===== config.mk =====
export PLATFORM = sky130hd
export DESIGN_NAME = gcm_job_sequencer
export DESIGN_NICKNAME = d
export VERILOG_FILES = /design/src/rtl/gcm_job_sequencer.sv
export SDC_FILE = /design/constraint.sdc
export NUM_CORES = 1
export LEC_CHECK = 0
export BUFFER_PORTS_ARGS = -buffer_cell sky130_fd_sc_hd__buf_2
export CAP_MARGIN = 20
export CORE_AREA = 2 2 169 171
export CTS_CLUSTER_SIZE = 14
export DETAILED_ROUTE_END_ITERATION = 6
export DIE_AREA = 0 0 171 173
export GPL_ROUTABILITY_DRIVEN = 0
export PLACE_DENSITY_LB_ADDON = 0.12
export SYNTH_ARGS = -nofsm -noshare
export SYNTH_HDL_FRONTEND = slang
export SYNTH_SLANG_ARGS = --single-unit

===== constraint.sdc =====
create_clock -name iClk -period 2.8 [get_ports iClk]
set_input_delay 0.14 -clock iClk [delete_from_list [all_inputs] [get_ports iClk]]
set_output_delay 0.14 -clock iClk [all_outputs]
set_load 0.005 [all_outputs]

===== src/rtl/gcm_job_sequencer.sv =====
// Job sequencer for an AES-GCM core: init, AAD beats, text beats, then the len(A)||len(C) block.
// Optional build macro GCM_SEQ_PERF_EN adds oPerf_cycles (accept-to-done cycle count).
module gcm_job_sequencer #(
  parameter int LEN_W       = 16,
  parameter int TIMEOUT_CYC = 4096
) (
  input  logic             iClk,
  input  logic             iRstn,
  input  logic             iJob_valid,
  output logic             oJob_ready,
  input  logic [LEN_W-1:0] iJob_aad_blks,
  input  logic [LEN_W-1:0] iJob_txt_blks,
  input  logic             iJob_encdec,
  input  logic [127:0]     iData,
  input  logic             iData_valid,
  output logic             oData_ready,
  output logic             oCore_init,
  output logic             oCore_encdec,
  input  logic             iCore_ready,
  output logic [127:0]     oCore_aad,
  output logic             oCore_aad_valid,
  output logic             oCore_aad_last,
  output logic [127:0]     oCore_block,
  output logic             oCore_block_valid,
  output logic             oCore_block_last,
  input  logic             iCore_result_valid,
  input  logic             iCore_tag_valid,
  output logic             oBusy,
  output logic             oDone,
  output logic             oErr_timeout
`ifdef GCM_SEQ_PERF_EN
  ,
  output logic [31:0]      oPerf_cycles
`endif
);

  localparam int WAIT_W = $clog2(TIMEOUT_CYC + 1);
  localparam logic [WAIT_W-1:0] WAIT_LAST = WAIT_W'(TIMEOUT_CYC - 1);
  localparam logic [WAIT_W-1:0] WAIT_ONE  = {{(WAIT_W-1){1'b0}}, 1'b1};
  localparam logic [LEN_W-1:0]  CNT_ZERO  = {LEN_W{1'b0}};
  localparam logic [LEN_W-1:0]  CNT_ONE   = {{(LEN_W-1){1'b0}}, 1'b1};

  typedef enum logic [2:0] {
    S_IDLE     = 3'd0,
    S_KEY      = 3'd1,
    S_AAD      = 3'd2,
    S_TEXT     = 3'd3,
    S_LEN      = 3'd4,
    S_WAIT_TAG = 3'd5
  } state_t;

  state_t            state_r, state_nxt_s;
  logic [LEN_W-1:0]  aad_blks_r, aad_blks_nxt_s;
  logic [LEN_W-1:0]  txt_blks_r, txt_blks_nxt_s;
  logic [LEN_W-1:0]  remain_r, remain_nxt_s;
  logic              outstanding_r, outstanding_nxt_s;
  logic              key_armed_r, key_armed_nxt_s;
  logic              init_r, init_nxt_s;
  logic              encdec_r, encdec_nxt_s;
  logic              done_r, done_nxt_s;
  logic              err_r, err_nxt_s;
  logic              core_ready_d_r;
  logic [WAIT_W-1:0] wait_cnt_r;
  logic              wait_core_s, progress_s, timeout_s;
  logic              data_ready_s, aad_valid_s, aad_last_s, blk_valid_s, blk_last_s;
  logic [127:0]      len_blk_s;

  assign len_blk_s  = {64'({aad_blks_r, 7'b0000000}), 64'({txt_blks_r, 7'b0000000})};
  assign progress_s = (iCore_ready & ~core_ready_d_r) | iCore_result_valid | iCore_tag_valid;
  assign timeout_s  = wait_core_s & ~progress_s & (wait_cnt_r == WAIT_LAST);

  // Cycles in which the job is blocked on the core (a stalled source never counts).
  always_comb begin
    wait_core_s = 1'b0;
    case (state_r)
      S_KEY:      wait_core_s = 1'b1;
      S_TEXT:     wait_core_s = outstanding_r | (~iCore_ready & (iData_valid | (remain_r == CNT_ZERO)));
      S_WAIT_TAG: wait_core_s = 1'b1;
      default:    wait_core_s = 1'b0;
    endcase
  end

  // Next-state and core-strobe decode.
  always_comb begin
    state_nxt_s       = state_r;
    aad_blks_nxt_s    = aad_blks_r;
    txt_blks_nxt_s    = txt_blks_r;
    remain_nxt_s      = remain_r;
    outstanding_nxt_s = outstanding_r;
    key_armed_nxt_s   = key_armed_r;
    init_nxt_s        = init_r;
    encdec_nxt_s      = encdec_r;
    done_nxt_s        = 1'b0;
    err_nxt_s         = err_r;
    data_ready_s      = 1'b0;
    aad_valid_s       = 1'b0;
    aad_last_s        = 1'b0;
    blk_valid_s       = 1'b0;
    blk_last_s        = 1'b0;
    case (state_r)
      S_IDLE: begin
        if (iJob_valid) begin
          state_nxt_s       = S_KEY;
          aad_blks_nxt_s    = iJob_aad_blks;
          txt_blks_nxt_s    = iJob_txt_blks;
          remain_nxt_s      = iJob_aad_blks;
          encdec_nxt_s      = iJob_encdec;
          init_nxt_s        = 1'b1;
          err_nxt_s         = 1'b0;
          outstanding_nxt_s = 1'b0;
          key_armed_nxt_s   = 1'b0;
        end else begin
          state_nxt_s = S_IDLE;
        end
      end
      S_KEY: begin
        // The first KEY cycle still shows the core's pre-init ready level, so it is skipped.
        if (timeout_s) begin
          state_nxt_s = S_IDLE;
          init_nxt_s  = 1'b0;
          err_nxt_s   = 1'b1;
        end else if (iCore_ready && key_armed_r) begin
          state_nxt_s = S_AAD;
        end else begin
          key_armed_nxt_s = 1'b1;
        end
      end
      S_AAD: begin
        data_ready_s = iCore_ready & (remain_r != CNT_ZERO);
        if (remain_r == CNT_ZERO) begin
          if (iCore_ready) begin
            aad_last_s   = 1'b1;
            state_nxt_s  = S_TEXT;
            remain_nxt_s = txt_blks_r;
          end else begin
            aad_last_s = 1'b0;
          end
        end else if (iData_valid && data_ready_s) begin
          aad_valid_s  = 1'b1;
          aad_last_s   = (remain_r == CNT_ONE);
          remain_nxt_s = remain_r - CNT_ONE;
          if (remain_r == CNT_ONE) begin
            state_nxt_s  = S_TEXT;
            remain_nxt_s = txt_blks_r;
          end else begin
            state_nxt_s = S_AAD;
          end
        end else begin
          aad_valid_s = 1'b0;
        end
      end
      S_TEXT: begin
        if (timeout_s) begin
          state_nxt_s       = S_IDLE;
          init_nxt_s        = 1'b0;
          err_nxt_s         = 1'b1;
          outstanding_nxt_s = 1'b0;
        end else if (outstanding_r) begin
          if (iCore_result_valid) begin
            outstanding_nxt_s = 1'b0;
            state_nxt_s       = (remain_r == CNT_ZERO) ? S_LEN : S_TEXT;
          end else begin
            outstanding_nxt_s = 1'b1;
          end
        end else if (remain_r == CNT_ZERO) begin
          if (iCore_ready) begin
            blk_last_s  = 1'b1;
            state_nxt_s = S_LEN;
          end else begin
            blk_last_s = 1'b0;
          end
        end else begin
          data_ready_s = iCore_ready;
          if (iData_valid && iCore_ready) begin
            blk_valid_s       = 1'b1;
            blk_last_s        = (remain_r == CNT_ONE);
            remain_nxt_s      = remain_r - CNT_ONE;
            outstanding_nxt_s = 1'b1;
          end else begin
            blk_valid_s = 1'b0;
          end
        end
      end
      S_LEN: state_nxt_s = S_WAIT_TAG;
      S_WAIT_TAG: begin
        if (timeout_s) begin
          state_nxt_s = S_IDLE;
          init_nxt_s  = 1'b0;
          err_nxt_s   = 1'b1;
        end else if (iCore_tag_valid) begin
          state_nxt_s = S_IDLE;
          init_nxt_s  = 1'b0;
          done_nxt_s  = 1'b1;
        end else begin
          state_nxt_s = S_WAIT_TAG;
        end
      end
      default: state_nxt_s = S_IDLE;
    endcase
  end

  // State and job-context registers.
  always_ff @(posedge iClk) begin
    if (!iRstn) begin
      state_r        <= S_IDLE;
      aad_blks_r     <= CNT_ZERO;
      txt_blks_r     <= CNT_ZERO;
      remain_r       <= CNT_ZERO;
      outstanding_r  <= 1'b0;
      key_armed_r    <= 1'b0;
      init_r         <= 1'b0;
      encdec_r       <= 1'b0;
      done_r         <= 1'b0;
      err_r          <= 1'b0;
      core_ready_d_r <= 1'b0;
    end else begin
      state_r        <= state_nxt_s;
      aad_blks_r     <= aad_blks_nxt_s;
      txt_blks_r     <= txt_blks_nxt_s;
      remain_r       <= remain_nxt_s;
      outstanding_r  <= outstanding_nxt_s;
      key_armed_r    <= key_armed_nxt_s;
      init_r         <= init_nxt_s;
      encdec_r       <= encdec_nxt_s;
      done_r         <= done_nxt_s;
      err_r          <= err_nxt_s;
      core_ready_d_r <= iCore_ready;
    end
  end

  // Core watchdog: reloads on any core progress, cleared whenever not blocked on the core.
  always_ff @(posedge iClk) begin
    if (!iRstn) begin
      wait_cnt_r <= {WAIT_W{1'b0}};
    end else if (!wait_core_s || progress_s || timeout_s) begin
      wait_cnt_r <= {WAIT_W{1'b0}};
    end else begin
      wait_cnt_r <= wait_cnt_r + WAIT_ONE;
    end
  end

`ifdef GCM_SEQ_PERF_EN
  logic [31:0] perf_cnt_r, perf_r;

  // Accept-to-done cycle counter, saturating.
  always_ff @(posedge iClk) begin
    if (!iRstn) begin
      perf_cnt_r <= 32'd0;
      perf_r     <= 32'd0;
    end else begin
      if (state_r == S_IDLE) begin
        perf_cnt_r <= 32'd1;
      end else if (perf_cnt_r != 32'hFFFF_FFFF) begin
        perf_cnt_r <= perf_cnt_r + 32'd1;
      end else begin
        perf_cnt_r <= perf_cnt_r;
      end
      if (done_nxt_s) begin
        perf_r <= perf_cnt_r;
      end else begin
        perf_r <= perf_r;
      end
    end
  end

  assign oPerf_cycles = perf_r;
`endif

  assign oJob_ready        = (state_r == S_IDLE);
  assign oBusy             = (state_r != S_IDLE);
  assign oCore_init        = init_r;
  assign oCore_encdec      = encdec_r;
  assign oDone             = done_r;
  assign oErr_timeout      = err_r;
  assign oData_ready       = iRstn & data_ready_s;
  assign oCore_aad_valid   = iRstn & aad_valid_s;
  assign oCore_aad_last    = iRstn & aad_last_s;
  assign oCore_block_valid = iRstn & blk_valid_s;
  assign oCore_block_last  = iRstn & blk_last_s;
  assign oCore_block       = blk_valid_s ? iData : {128{1'b0}};
  assign oCore_aad         = aad_valid_s ? iData :
                             ((state_r == S_LEN) || (state_r == S_WAIT_TAG)) ? len_blk_s : {128{1'b0}};

endmodule


Yosys cells after proc, flatten, opt, wreduce, memory -nomap -nowiden
Index checks and enable logic that the tools add are counted.
{ "op_classes": {"addsub": 2, "eq_ne": 23, "n_mux": 67, "bitwise_logic": 19, "n_reduce_logical": 28} }
{ "ops": {"columns": ["operator", "n"], "rows": [
  ["$mux W128", 2],
  ["$mux W16", 9],
  ["$mux W87", 1],
  ["$pmux W16 S3", 1],
  ["$mux W3", 13],
  ["$mux W1", 34],
  ["$pmux W3 S6", 1],
  ["$eq A16 B1 Y1 const B", 1],
  ["$logic_not A16 Y1", 1],
  ["$reduce_bool A16 Y1", 1],
  ["$sub A16 B1 Y16 const B", 1],
  ["$ne A2 B2 Y1 const B", 7],
  ["$add A13 B1 Y13 const B", 1],
  ["$eq A13 B12 Y1 const B", 1],
  ["$ne A3 B3 Y1 const B", 4],
  ["$ne A4 B4 Y1 const B", 3],
  ["$and A1 B1 Y1", 10],
  ["$pmux W1 S2", 5],
  ["$reduce_bool A3 Y1", 3],
  ["$reduce_and A4 Y1", 2],
  ["$reduce_and A8 Y1", 1],
  ["$eq A3 B2 Y1 const B", 2],
  ["$eq A3 B3 Y1 const B", 2],
  ["$reduce_and A6 Y1", 1],
  ["other kinds (14)", 32]
]} }
{ "totals": {"reg_bits": 71, "output_inout_bits": 267} }

Depth between registers and ports, before layout
{ "logic_depth": {"ltp_word": 10, "ltp_mapped": 9} }

Worst setup path before layout
Ideal clock, no wire load.
{ "synth_path": {"kind": "register to output", "start": "reg remain_r[0]", "end": "out oCore_block[100]", "arrival_ps": 2149, "setup_slack_ps": 511, "path_stages_with_launch": 10, "n_path_buf": 2, "path_cell_list": "dfxtp_1 -> inv_1 -> ha_1 -> nor4b_2 -> nand4_1 -> nand2_1 -> nor4_1 -> clkbuf_1 -> clkbuf_1 -> and2_1"} }
{ "synth_via": {"elab_chain_cells": 10} }
{ "synth_rtl": {"columns": ["item", "line_no", "text"], "rows": [
  ["start: declaration", "55", "logic [LEN_W-1:0] remain_r, remain_nxt_s;"],
  ["start signal: assignment", "220", "remain_r <= remain_nxt_s;"],
  ["$logic_not A16 Y1 (*)", "77, 165", null],
  ["$or A1 B1 Y1", "77", "S_TEXT: wait_core_s = outstanding_r | (~iCore_ready & (iData_valid | (remain_r == CNT_ZERO)));"],
  ["$and A1 B1 Y1", "77", null],
  ["$or A1 B1 Y1", "77", null],
  ["$pmux W1 S2", "75", "case (state_r)"],
  ["$and A1 B1 Y1 (2 in series)", "70", "assign timeout_s = wait_core_s & ~progress_s & (wait_cnt_r == WAIT_LAST);"],
  ["$mux W1 (*)", "153", "if (timeout_s) begin"],
  ["$mux W1 (*)", "100", "case (state_r)"],
  ["$mux W128 (*)", "280", "assign oCore_block = blk_valid_s ? iData : {128{1'b0}};"],
  ["end: declaration", "23", "output logic [127:0] oCore_block,"]
]} }
Mark *: on every way between the ends. The rest lies on a longest branch, timed or not.

Final worst setup path
{ "layout_path": {"start": "reg remain_r[1]", "end": "out oCore_aad[20]"} }
{ "layout_via": {"elab_chain_cells": 7} }
{ "layout_rtl": {"columns": ["item", "line_no", "text"], "rows": [
  ["$reduce_bool A16 Y1", "129", "data_ready_s = iCore_ready & (remain_r != CNT_ZERO);"],
  ["$and A1 B1 Y1", "129", null],
  ["$logic_and A1 B1 Y1", "138", "end else if (iData_valid && data_ready_s) begin"],
  ["$mux W1", "138", null],
  ["$mux W1 (*)", "130", "if (remain_r == CNT_ZERO) begin"],
  ["$mux W1 (*)", "100", null],
  ["$mux W128 (*)", "281", "assign oCore_aad = aad_valid_s ? iData :"],
  ["end: declaration", "20", "output logic [127:0] oCore_aad,"]
]} }
Marked as above.

==> impl_metrics.py <==
metrics = {
    "outcome": {
        "status": "completed",
    },
    "clocking": {
        "cts-root-buf": "clkbuf_16",
        "cts.htree.levels": 3,
        "cts_buffers": 9,
        "cts.clk_slew.worst_paths_ps": 60,
        "clock_sinks": 71,
        "cts_buffer_depth": 2,
        "hold_buffers": 0,
        "cts_tree": "yes",
        "worstSkewPairLatency_ps": 350,
    },
    "timing": {
        "max_freq_ghz": 0.374,
        "worst_pin_slew_ps": 730,
        "period_needed_ps": 2670,
        "finalCritPeriodShare_pct": 95.5,
        "hold_viol": 0,
        "tns_ps": 0,
        "maxSlewHeadroom_pct": 51.3,
        "slew_violations": 0,
        "setup_viol": 0,
        "finClkSkew_ps": 7.31,
    },
    "grt": {
        "grt_pass1_wl_um": 50600,
        "grt_pass1_vias": 6708,
        "antenna_found_initial": 22,
        "grt_max_degree": 78,
        "overflow": 0,
        "grt_usage_pct": 24.4,
    },
    "min_path": {
        "hold_path_depth": 3,
        "holdCritPathClass": "primary input to flip-flop",
    },
    "setup_path": {
        "arrival_ps": 2530,
        "critical_path_class": "flip-flop to primary output",
        "reg2regPathDepth": 6,
        "crit_path_end_kind": "primary output",
        "critPathRequiredTime_ps": 2660,
        "crit_fanout": 25,
        "crit_path_start_kind": "flip-flop",
    },
    "floorplanning": {
        "coreArea_um2": 27600,
        "die_x_um": 171,
        "die-area_um2": 29600,
        "rows": 61,
        "die_h_um": 173,
        "ioPinCount": 435,
        "initial_utilization_pct": 19.9,
    },
    "route": {
        "drtAntennaViolNets": 0,
        "wl_per_cell_um": 24.4,
        "wl_um": 37900,
        "firstDrtPassIters": 5,
        "routed_via_density": 4.68,
        "dr_total_vias": 7285,
        "drt_iter0_markers": 488,
        "drc": 0,
    },
    "logic_synthesis": {
        "synth_cells": 750,
        "ys_ff_latch": 71,
        "yosysTopAreaCellShare_pct": 26.2,
        "synthFlopType": "dfxtp_1",
        "synth.net_count": 921,
        "synth_area_um2": 5500,
        "async_reset_ff_share_pct": 0,
        "synth_top_cell_by_area": "and2_1",
        "synthDistinctLibCells": 58,
        "yosys_warnings": 0,
        "synth_area_leaders": "and2_1, dfxtp_1, nand2_1, a22o_1, a21boi_0",
        "ys_seq_area_share_pct": 25.9,
        "synth-edff-count": 0,
        "syn_area_per_cell_um2": 7.33,
    },
    "pwr": {
        "power_density_nw_per_um2": 648,
        "peakVddDrop_mv": 0.287,
        "power_mw": 5.61,
        "p_leak_nw": 4.52,
    },
    "placement": {
        "dp.final_hpwl_um": 31300,
        "numPortBuffers": 434,
    },
    "job": {
        "max_cap_viol_count": 0,
    },
    "finish": {
        "final_layout_size_suffix_gt1_share_pct": 43.6,
        "syn2layout_area_growth_pct": 57.4,
        "final_nets": 1339,
        "fin_util_pct": 31.3,
    },
}
[flip-flops by register name, summed over array words and instances, names as in the netlist]
name            count
aad_blks_r         16
remain_r           16
txt_blks_r         16
wait_cnt_r         13
state_r             3
core_ready_d_r      1
key_armed_r         1
oCore_encdec        1
oCore_init          1
oDone               1
oErr_timeout        1
outstanding_r       1
[through the flow]
step                      worst slack [ps]  instance area (um2)  std cells  hold slack, ps
after global routing                -0.886                 8640       1551            41.4
final                                  126                 8650       1557            42.5
after floorplan                        511                 5500        750             285
after global placement                 312                 8190       1529             394
after detailed placement               282                 8190       1529             402
after CTS                             19.2                 8580       1547            30.2
[cells in the mapped netlist, types with 3 or more instances]
cell and instances:
a22o_1 38, and2_1 230, xor2_1 9, nand4_1 5
a21boi_0 37, nor3_1 16, inv_1 9, dfxtp_1 71
xnor2_1 5, ha_1 3, or4_1 3, a21boi_1 6
a31oi_1 7, clkbuf_1 51, o211ai_1 8, or3_1 4
o21ai_0 24, nor2_4 8, nand3_1 5, nor2_1 31
nor4_1 7, a22oi_1 4, o21a_1 4, a21oi_1 16
buf_2 6, o21ai_1 3, nand2_1 100
[routing by layer]
metal | GRT usage, % | vias to the layer above | share of wire, %
met2 | 37.6 | 366 | 44
met5 | 0 | - | 0.24
met1 | 33.4 | 3490 | 43
li1 | - | 3380 | -
met3 | 8.19 | 33 | 12
met4 | 3.78 | 16 | 0.97
[where the power goes]
part           internal (mW)  total (mW)  switching (mW)
Sequential              1.22        1.49           0.277
Combinational           1.14        2.81            1.67
Clock                  0.828        1.31           0.481
Total                   3.18        5.61            2.43
[area by class of cell]
class                      count  area [um2]
sequential                    71        1420
inverter                       9        33.8
multi-input combinational    610        3850
clock buffer                  11         253
fill                        3148       19000
antenna                        6        15.0
clock inverter                 5        80.1
timing repair buffer         467        2520
tap                          378         473
[layout by cell type (no fill, tap or decap), types with 5 or more instances in the layout]
| cell | instances |
|---|---|
| clkbuf_16 | 10 |
| a21oi_1 | 16 |
| a22o_1 | 38 |
| inv_1 | 8 |
| diode_2 | 6 |
| nor2_4 | 8 |
| dfxtp_1 | 69 |
| xor2_1 | 9 |
| buf_2 | 434 |
| o21ai_0 | 24 |
| and2_1 | 230 |
| a21boi_0 | 37 |
| xnor2_1 | 5 |
| a21boi_1 | 6 |
| nand2_1 | 99 |
| nand3_1 | 5 |
| nor4_1 | 5 |
| nand4_1 | 5 |
| nor3_1 | 16 |
| o211ai_1 | 8 |
| buf_4 | 24 |
| a31oi_1 | 7 |
| nor2_1 | 30 |
[timing repair]
item / 4_1_cts / 5_1_grt
buffers inserted: 1 / 3
pin swaps: 1 / 4
setup endpoints to repair: 109 / 106
gates resized for setup: 6 / 6
gates cloned: 1 / 1
[worst max-delay path, stage by stage (launching register included)]
cell and delay (ps):
dfxtp_1 340, inv_1 120, ha_4 180, nor4b_4 270
nand4_1 190, nand2_2 170, nor4_4 50, bufbuf_16 320
buf_4 180, a22o_1 230, buf_2 130
[worst paths after layout]
kind                                               start                    endpoint  slack, ps
worst min register to register  wait_cnt_r[0]$_SDFF_PP0_    wait_cnt_r[0]$_SDFF_PP0_        450
worst min-delay path                    iJob_txt_blks[0]  txt_blks_r[0]$_SDFFE_PN0P_         40
worst max register to register  remain_r[9]$_SDFFE_PN0P_   remain_r[12]$_SDFFE_PN0P_        460
worst max-delay path            remain_r[1]$_SDFFE_PN0P_               oCore_aad[20]        130
[cell families (layout without fill, tap and decap cells)]
group	count (synthesis)	in the layout	share of synthesized area, %
and+or+nand+nor	428	428	44.2
xor gates and xnor gates	14	14	2.23
DFF	71	71	25.9
adders and majority gates	3	3	0.683
other	0	6	0
AOI/OAI and AO/OA	165	165	21.9
buffers and inverters	69	492	5.14
No activity file was read; power rests on OpenSTA's default activity.
